==> config.mk <==
export PLATFORM = sky130hd
export DESIGN_NAME = instr_encoder
export DESIGN_NICKNAME = d
export VERILOG_FILES = /design/src/rtl/instr_encoder.sv
export SDC_FILE = /design/constraint.sdc
export NUM_CORES = 1
export LEC_CHECK = 0
export CORE_UTILIZATION = 35
export CTS_BUF_LIST = sky130_fd_sc_hd__clkbuf_8 sky130_fd_sc_hd__clkbuf_16
export CTS_CLUSTER_DIAMETER = 150
export CTS_CLUSTER_SIZE = 28
export DETAILED_ROUTE_END_ITERATION = 12
export GPL_TIMING_DRIVEN = 0
export HOLD_SLACK_MARGIN = 0.06
export PLACE_DENSITY = 0.77
export SYNTH_ARGS = -nofsm -noshare
export SYNTH_HDL_FRONTEND = slang
export SYNTH_SLANG_ARGS = --single-unit
==> constraint.sdc <==
create_clock -name clk -period 4.3 [get_ports clk]
set_input_delay 0.645 -clock clk [delete_from_list [all_inputs] [get_ports clk]]
set_output_delay 0.645 -clock clk [all_outputs]
set_load 0.005 [all_outputs]
==> src/rtl/instr_encoder.sv <==
// Streaming RV32I instruction encoder: packs decoded fields into words.
// Range checks are built only when INSTR_ENC_RANGE_CHECK_EN is defined.
module instr_encoder #(
    parameter int ADDR_W = 12,
    parameter int CNT_W  = 16
) (
    input  logic              clk,
    input  logic              rst_n,
    input  logic              start,
    input  logic [ADDR_W-1:0] base,
    input  logic [CNT_W-1:0]  count,
    input  logic              in_valid,
    output logic              in_ready,
    input  logic [2:0]        fmt,
    input  logic [6:0]        opcode,
    input  logic [2:0]        funct3,
    input  logic [6:0]        funct7,
    input  logic [4:0]        rd,
    input  logic [4:0]        rs1,
    input  logic [4:0]        rs2,
    input  logic [31:0]       imm,
    output logic              out_valid,
    input  logic              out_ready,
    output logic [31:0]       out_instr,
    output logic [ADDR_W-1:0] out_addr,
    output logic              busy,
    output logic              done,
    output logic              err,
    output logic [7:0]        err_count
);

    typedef enum logic [1:0] {
        IDLE,
        RUN,
        DRAIN
    } state_t;

    state_t            r_state;
    state_t            w_next;
    logic [ADDR_W-1:0] r_ptr;
    logic [CNT_W-1:0]  r_rem;
    logic              r_out_valid;
    logic [31:0]       r_out_instr;
    logic [ADDR_W-1:0] r_out_addr;
    logic              r_done;
    logic              r_err;
    logic [7:0]        r_err_cnt;

    logic              w_in_ready;
    logic              w_acc;
    logic              w_legal;
    logic              w_fmt_ok;
    logic [31:0]       w_word;
    logic              w_launch;
    logic              w_leave;

    assign w_in_ready = (r_state == RUN) && (!r_out_valid || out_ready);
    assign w_acc      = in_valid && w_in_ready;
    assign w_fmt_ok   = (fmt < 3'd6);
    assign w_launch   = (r_state == IDLE) && start && (count != '0);
    assign w_leave    = (r_state == DRAIN) && (!r_out_valid || out_ready);

`ifdef INSTR_ENC_RANGE_CHECK_EN
    logic w_fits12;
    logic w_fits20;
    logic w_u_ok;

    // Signed fit: all bits above the field's sign bit equal the sign bit.
    assign w_fits12 = (&imm[31:11]) || (~|imm[31:11]);
    assign w_fits20 = (&imm[31:19]) || (~|imm[31:19]);
    assign w_u_ok   = ~|imm[31:20];

    always_comb begin
        w_legal = 1'b0;
        unique case (fmt)
            3'd0:    w_legal = 1'b1;
            3'd1:    w_legal = w_fits12;
            3'd2:    w_legal = w_fits12;
            3'd3:    w_legal = w_fits12;
            3'd4:    w_legal = w_u_ok;
            3'd5:    w_legal = w_fits20;
            default: w_legal = 1'b0;
        endcase
    end
`else
    logic w_unused_imm;

    assign w_unused_imm = ^imm[31:20];
    assign w_legal      = w_fmt_ok;
`endif

    always_comb begin
        w_word = 32'd0;
        unique case (fmt)
            3'd0: w_word = {funct7, rs2, rs1, funct3, rd, opcode};
            3'd1: w_word = {imm[11:0], rs1, funct3, rd, opcode};
            3'd2: w_word = {imm[11:5], rs2, rs1, funct3,
                            imm[4:0], opcode};
            3'd3: w_word = {imm[11], imm[9:4], rs2, rs1, funct3,
                            imm[3:0], imm[10], opcode};
            3'd4: w_word = {imm[19:0], rd, opcode};
            3'd5: w_word = {imm[19], imm[9:0], imm[10],
                            imm[18:11], rd, opcode};
            default: w_word = 32'd0;
        endcase
    end

    always_comb begin
        w_next = r_state;
        unique case (r_state)
            IDLE:    if (w_launch) w_next = RUN;
            RUN:     if (w_acc && (r_rem == 1)) w_next = DRAIN;
            DRAIN:   if (w_leave) w_next = IDLE;
            default: w_next = IDLE;
        endcase
    end

    always_ff @(posedge clk or negedge rst_n) begin
        if (!rst_n) begin
            r_state <= IDLE;
        end else begin
            r_state <= w_next;
        end
    end

    always_ff @(posedge clk or negedge rst_n) begin
        if (!rst_n) begin
            r_ptr       <= '0;
            r_rem       <= '0;
            r_out_valid <= 1'b0;
            r_out_instr <= 32'd0;
            r_out_addr  <= '0;
            r_done      <= 1'b0;
            r_err       <= 1'b0;
            r_err_cnt   <= 8'd0;
        end else begin
            r_done <= w_leave ||
                      ((r_state == IDLE) && start && (count == '0));
            r_err  <= w_acc && !w_legal;
            if (w_launch) begin
                r_ptr     <= {base[ADDR_W-1:2], 2'b00};
                r_rem     <= count;
                r_err_cnt <= 8'd0;
            end
            if (w_acc) begin
                r_rem <= r_rem - 1'b1;
                if (!w_legal && (r_err_cnt != 8'hFF)) begin
                    r_err_cnt <= r_err_cnt + 8'd1;
                end
            end
            if (w_acc && w_legal) begin
                r_out_valid <= 1'b1;
                r_out_instr <= w_word;
                r_out_addr  <= r_ptr;
                r_ptr       <= r_ptr + ADDR_W'(4);
            end else if (out_ready) begin
                r_out_valid <= 1'b0;
            end
        end
    end

    assign in_ready  = w_in_ready;
    assign out_valid = r_out_valid;
    assign out_instr = r_out_instr;
    assign out_addr  = r_out_addr;
    assign busy      = (r_state != IDLE);
    assign done      = r_done;
    assign err       = r_err;
    assign err_count = r_err_cnt;

endmodule

==> results.sh, run 1 <==
export IMPL_status="finished clean"
export IMPL_worst_path_max_delay_cell="clkdlybuf4s50_1"
export IMPL_power_switching_mw=0.949
export IMPL_synth_common_cells="91 x nand2_1, 81 x dfrtp_1, 35 x nor2_1"
export IMPL_crit_fanout=10
export IMPL_cap_violations=0
export IMPL_drt_pass1_iter_count=4
export IMPL_via_per_inst=5.51
export IMPL_drt_initial_drc_count=332
export IMPL_cp_data_required_time_ps=4530
export IMPL_ctsHoldBuffers=0
export IMPL_vias=4542
export IMPL_clockBufferDepth=2
export IMPL_antenna_found_initial=0
export IMPL_routed_wl_um=14000
export IMPL_p_clk_share_pct=27.0
export IMPL_synth_top_cell_area_share_pct=46.2
export IMPL_synth_ff_type="dfrtp_1"
export IMPL_reg2regPathDepth=7
export IMPL_die_area_um2=13000
export IMPL_grt_pass1_wl_um=22600
export IMPL_synth_most_common_cell="nand2_1"
export IMPL_worst_setup_path_start_kind="input port"
export IMPL_grt_max_degree=49
export IMPL_syn2layout_area_growth_pct=44.2
export IMPL_die_y_um=114
export IMPL_place_gp_congestion=0.913
export IMPL_h_tree_depth=3
export IMPL_p_per_area_nw_per_um2=464
export IMPL_slew_violations=0
export IMPL_syn_area_per_cell_um2=8.77
export IMPL_maxSlewHeadroom_pct=58.8
export IMPL_wire_per_inst_um=17.0
export IMPL_netlist_top_cells_area="dfrtp_1 46%, nand2_1 7.8%, o21ai_0 3.7%"
export IMPL_arrival_ps=3180
export IMPL_core_area_um2=12100
export IMPL_cp_end_kind="flop"
export IMPL_cts_tree="built"
export IMPL_layout_drive_gt1_share_pct=5.48
export IMPL_portBuffers=139
export IMPL_fin_nets=756
export IMPL_synth_yosys_seq_area_share_pct=46.2
export IMPL_setup_viol=0
export IMPL_cts_made_buffers=9
export IMPL_row_count=40
export IMPL_clock_root_buffer="clkbuf_16"
export IMPL_synth_edf_count=0
export IMPL_synth_distinct_cells=59
export IMPL_crit_chain="clkdlybuf4s50_1 -> nor4_1 -> and4_1 -> or2_2 -> clkbuf_1 -> buf_1 -> o311ai_0 -> o41ai_1"
export IMPL_hpwl_um=10800
export IMPL_period_share_pct=68.6
export IMPL_worstSetupPathType="input port to flop"
export IMPL_cts_resized=0
export IMPL_ios=157
export IMPL_start_util_pct=36.2
export IMPL_post_cts_buffers=0
export IMPL_rsz0062_at_grt="no"
export IMPL_p_int_mw=1.99
export IMPL_postSynth_asyncResetShare_pct=100
export IMPL_synth_top_area_cell="dfrtp_1"
export IMPL_first_global_vias=4497
export IMPL_die_w_um=114
export IMPL_tns_ps=0
export IMPL_dpl_worst_slack_ps=968
export IMPL_switching_share_pct=32.3
export IMPL_cts_clk_slew_worst_paths_ps=60
export IMPL_fin_skew_ps=6.18
export IMPL_post_route_util_pct=52.2
export IMPL_syn_inst=500
export IMPL_setup_ws_ps=1350
export IMPL_tightest_slew_ps=618
export IMPL_p_seq_share_pct=41.3
export IMPL_grt_overflow=0
export IMPL_max_stage_delay_ps=460
export IMPL_yosys_warnings=0
export IMPL_insertion_delay_ps=340
export IMPL_hp_class="input port to asynchronous set/reset pin"
export IMPL_clock_fmax_mhz=339
export IMPL_drcViolationCount=0
export IMPL_ir_drop_v=0.000201
export IMPL_cts_sinks=81
export IMPL_leakage_nw=2.55
export IMPL_postRouteAntennaNets=0
export IMPL_syn_area_um2=4390
export IMPL_whs_ps=256
export IMPL_synth_seq_cells=81
export IMPL_min_period_ps=2950
export IMPL_finalHoldViolations=0
export IMPL_grtUsageTotal_pct=22.6
export IMPL_pwr_share_comb_pct=31.7
export IMPL_antenna_cells=0
critical path, delay by kind of cell:
family,cells,cell delay (ps)
simple gates,3,840
compound gates,2,320
buf+inv,3,1350
final timing paths:
check | start | end | slack, ps
worst max register to register | r_state[1] | out_instr[18] | 1880
max in group asynchronous | rst_n | out_instr[18] | 3440
worst min register to register | out_instr[0] | out_instr[0] | 470
min in group clk | out_instr[0] | out_instr[0] | 470
worst min-delay path | rst_n | out_instr[2] | 260
worst max-delay path | count[6] | err_count[6] | 1350
sequential cells by signal, indices dropped and copies added, names as in the netlist:
register / flops
r_rem: 16
err_count: 8
out_addr: 10
out_instr: 32
out_valid: 1
done: 1
err: 1
r_ptr: 10
r_state: 2
cell families (layout without fill, tap and decap cells):
group / count (synthesis) / after routing / synth area share (%)
other: 1 / 2 / 0.0855
xor gates and xnor gates: 3 / 3 / 0.599
AOI/OAI and AO/OA: 135 / 135 / 20.4
buffers and inverters: 44 / 200 / 3.97
muxes: 17 / 17 / 4.02
DFF: 81 / 81 / 46.2
adders and majority gates: 4 / 4 / 1.14
and+or+nand+nor: 215 / 215 / 23.6
stage by stage:
step	instances	total power [mW]	area, µm²
after global routing	825	3.12	6320
after floorplan	501	1.62	4390
after global placement	808	2.10	5990
after CTS	825	2.95	6320
final	825	2.93	6320
after detailed placement	809	2.15	6020
area by class of cell:
cell class	count	area, µm²
multi-input cells	376	2190
repair buffers	140	1420
plain buffers	33	133
well taps	168	210
flip-flops and latches	81	2030
clock buffers	11	253
fillers	1138	5790
inverters	11	41.3
clock inverters	5	55.1
power by group through the flow:
stage                     sequential, mW  clock [mW]  combinational [mW]
final                               1.21       0.793               0.929
after global routing                1.24       0.838                1.03
after CTS                           1.21       0.807               0.935
after detailed placement            1.22           0               0.928
after global placement              1.20           0               0.895
after floorplan                     1.18           0               0.441
placed cells by master (no fill, tap or decap), types with 9 or more instances in the layout:
cell type and instances:
nand2_1 91, nor2_1 35, a221oi_1 11, o21ai_0 32, inv_1 12, clkbuf_1 27
mux2i_1 12, clkdlybuf4s50_1 138, nor3_1 11, clkbuf_16 9, nand3_1 20, nor4_1 10
o22ai_1 17, nor2b_1 9, dfrtp_1 81, a21oi_1 27
per-layer routing:
| metal | vias to the layer above | global-route usage (%) | wire (µm) | share of wire [%] |
|---|---|---|---|---|
| li1 | 2132 | - | - | - |
| met1 | 2157 | 27.5 | 5880 | 42 |
| met5 | - | 0 | 0 | 0 |
| met4 | 0 | 10.1 | 361 | 2.6 |
| met2 | 220 | 37.9 | 6660 | 47 |
| met3 | 33 | 5.31 | 1120 | 8.0 |
(Power assumes the default switching activity.)
==> inputs of run 2 (changes only) <==
--- a/config.mk
+++ b/config.mk
@@ -12,7 +12,7 @@
 export DETAILED_ROUTE_END_ITERATION = 12
 export GPL_TIMING_DRIVEN = 0
 export HOLD_SLACK_MARGIN = 0.06
-export PLACE_DENSITY = 0.77
+export PLACE_DENSITY = 0.8
 export SYNTH_ARGS = -nofsm -noshare
 export SYNTH_HDL_FRONTEND = slang
 export SYNTH_SLANG_ARGS = --single-unit
==> constraint.sdc (replaced) <==
create_clock -name clk -period 2.6 [get_ports clk]
set_input_delay 0.39 -clock clk [delete_from_list [all_inputs] [get_ports clk]]
set_output_delay 0.39 -clock clk [all_outputs]
set_load 0.005 [all_outputs]
==> results.sh, run 2 (same netlist as run 1, synthesis figures left out) <==
export IMPL_status="finished clean"
export IMPL_via_per_inst=5.39
export IMPL_dpl_worst_slack_ps=-504
export IMPL_die_area_um2=13000
export IMPL_antenna_found_initial=0
export IMPL_cts_clk_slew_worst_paths_ps=70
export IMPL_maxSlewHeadroom_pct=56.5
export IMPL_tightest_slew_ps=653
export IMPL_cp_end_kind="flop"
export IMPL_start_util_pct=36.2
export IMPL_p_per_area_nw_per_um2=776
export IMPL_vias=4452
export IMPL_grt_pass1_wl_um=22300
export IMPL_clock_root_buffer="clkbuf_16"
export IMPL_layout_drive_gt1_share_pct=5.93
export IMPL_worstSetupPathType="input port to flop"
export IMPL_wire_per_inst_um=17.0
export IMPL_ios=157
export IMPL_portBuffers=139
export IMPL_routed_wl_um=14000
export IMPL_ff2ff_setup_slack_ps=240
export IMPL_grt_max_degree=49
export IMPL_leakage_nw=2.57
export IMPL_fin_skew_ps=8.66
export IMPL_grtUsageTotal_pct=22.1
export IMPL_grt_overflow=0
export IMPL_hp_class="flop to flop"
export IMPL_antenna_cells=0
export IMPL_drt_initial_drc_count=279
export IMPL_crit_path_end="r_rem[4]"
export IMPL_drt_pass1_iter_count=5
export IMPL_setup_viol=0
export IMPL_h_tree_depth=3
export IMPL_period_share_pct=93.6
export IMPL_r2r_start="r_state[1]"
export IMPL_die_w_um=114
export IMPL_die_y_um=114
export IMPL_final_area_um2=6350
export IMPL_core_area_um2=12100
export IMPL_clockBufferDepth=2
export IMPL_largest_register_ffs=32
export IMPL_final_cell_mix="138 x clkdlybuf4s50_1, 91 x nand2_1, 81 x dfrtp_1"
export IMPL_finalHoldViolations=0
export IMPL_slew_violations=0
export IMPL_cts_made_buffers=9
export IMPL_worst_setup_path_start_kind="input port"
export IMPL_drcViolationCount=0
export IMPL_total_power_mw=4.93
export IMPL_syn2layout_area_growth_pct=44.8
export IMPL_clock_fmax_mhz=411
export IMPL_min_period_ps=2430
export IMPL_arrival_ps=2650
export IMPL_first_global_vias=4477
export IMPL_worstSetupStartpoint="out_ready"
export IMPL_place_gp_congestion=0.921
export IMPL_postRouteAntennaNets=0
export IMPL_post_cts_buffers=0
export IMPL_cts_sinks=81
export IMPL_cts_tree="built"
export IMPL_cap_violations=0
export IMPL_fin_nets=757
export IMPL_insertion_delay_ps=350
export IMPL_crit_fanout=10
export IMPL_row_count=40
export IMPL_worst_r2r_endpoint="r_rem[4]"
export IMPL_ir_drop_v=0.000357
export IMPL_reg2regPathDepth=7
export IMPL_setup_ws_ps=166
export IMPL_rsz0062_at_grt="no"
export IMPL_hpwl_um=10900
export IMPL_cp_data_required_time_ps=2810
export IMPL_layout_commonest_cell="clkdlybuf4s50_1"
export IMPL_place_area_um2=6020
==> run 2: cell types whose count changed in the layout (fill, tap and decap cells not counted), sizes merged <==
cell and delta:
clkinv +1, clkinvlp -1, dlygate4sd3 +1, bufinv +1
clkbuf -2, inv +1
==> run 2: routing by layer <==
metal	track usage, %	share of wire, %	up-vias
li1	-	-	2134
met1	26.8	43	2123
met2	36.7	47	166
met3	6.38	6.8	29
met4	9.35	2.7	0
met5	0	0	-
==> run 2: worst min path at each step <==
stage,slack (ps),to,depth (start not counted),start
2_1_floorplan,90,done,0,rst_n
3_3_place_gp,460,out_instr[0],2,out_instr[0]
3_5_place_dp,380,out_instr[0],1,rst_n
4_1_cts,480,out_addr[10],2,out_addr[10]
5_1_grt,480,out_addr[10],2,out_addr[10]
6_report,470,out_addr[10],2,out_addr[10]
==> run 2: what timing repair did <==
action,4_1_cts,5_1_grt
hold buffers,1,0
pin swaps,0,0
endpoints found under the hold margin,33,0
endpoints found under the setup margin,5,13
resized for setup,1,4
==> run 2: power breakdown <==
part           switching (mW)  internal [mW]  total, mW  leakage (nW)
clock                   0.536          0.843       1.38         0.161
combinational           0.691          0.854       1.54          1.44
sequential              0.360           1.64       2.00         0.971
==> run 2: per-stage QoR <==
step                util, %  hold slack [ps]  std cells  setup TNS (ps)
floorplan                 -             94.4        501               0
global placement       49.5              460        808         -143500
detailed placement     49.7              376        809           -7230
CTS                    52.4              479        826               0
global route           52.4              485        826               0
finish                 52.4              473        826               0
==> run 2: final cells by class <==
cell class / count / area (µm²)
plain buffers: 33 / 136
flip-flops and latches: 81 / 2030
clock buffers: 9 / 225
inverters: 11 / 41.3
well taps: 168 / 210
fillers: 1120 / 5760
repair buffers: 141 / 1430
multi-input cells: 376 / 2190
clock inverters: 7 / 95.1
==> run 2: critical path, stage by stage <==
cell             delay (ps)
clkdlybuf4s50_1         490
nand2b_1                240
and3_1                  190
clkbuf_1                240
clkbuf_1                450
nand2_1                 160
o311ai_0                330
o211ai_1                150
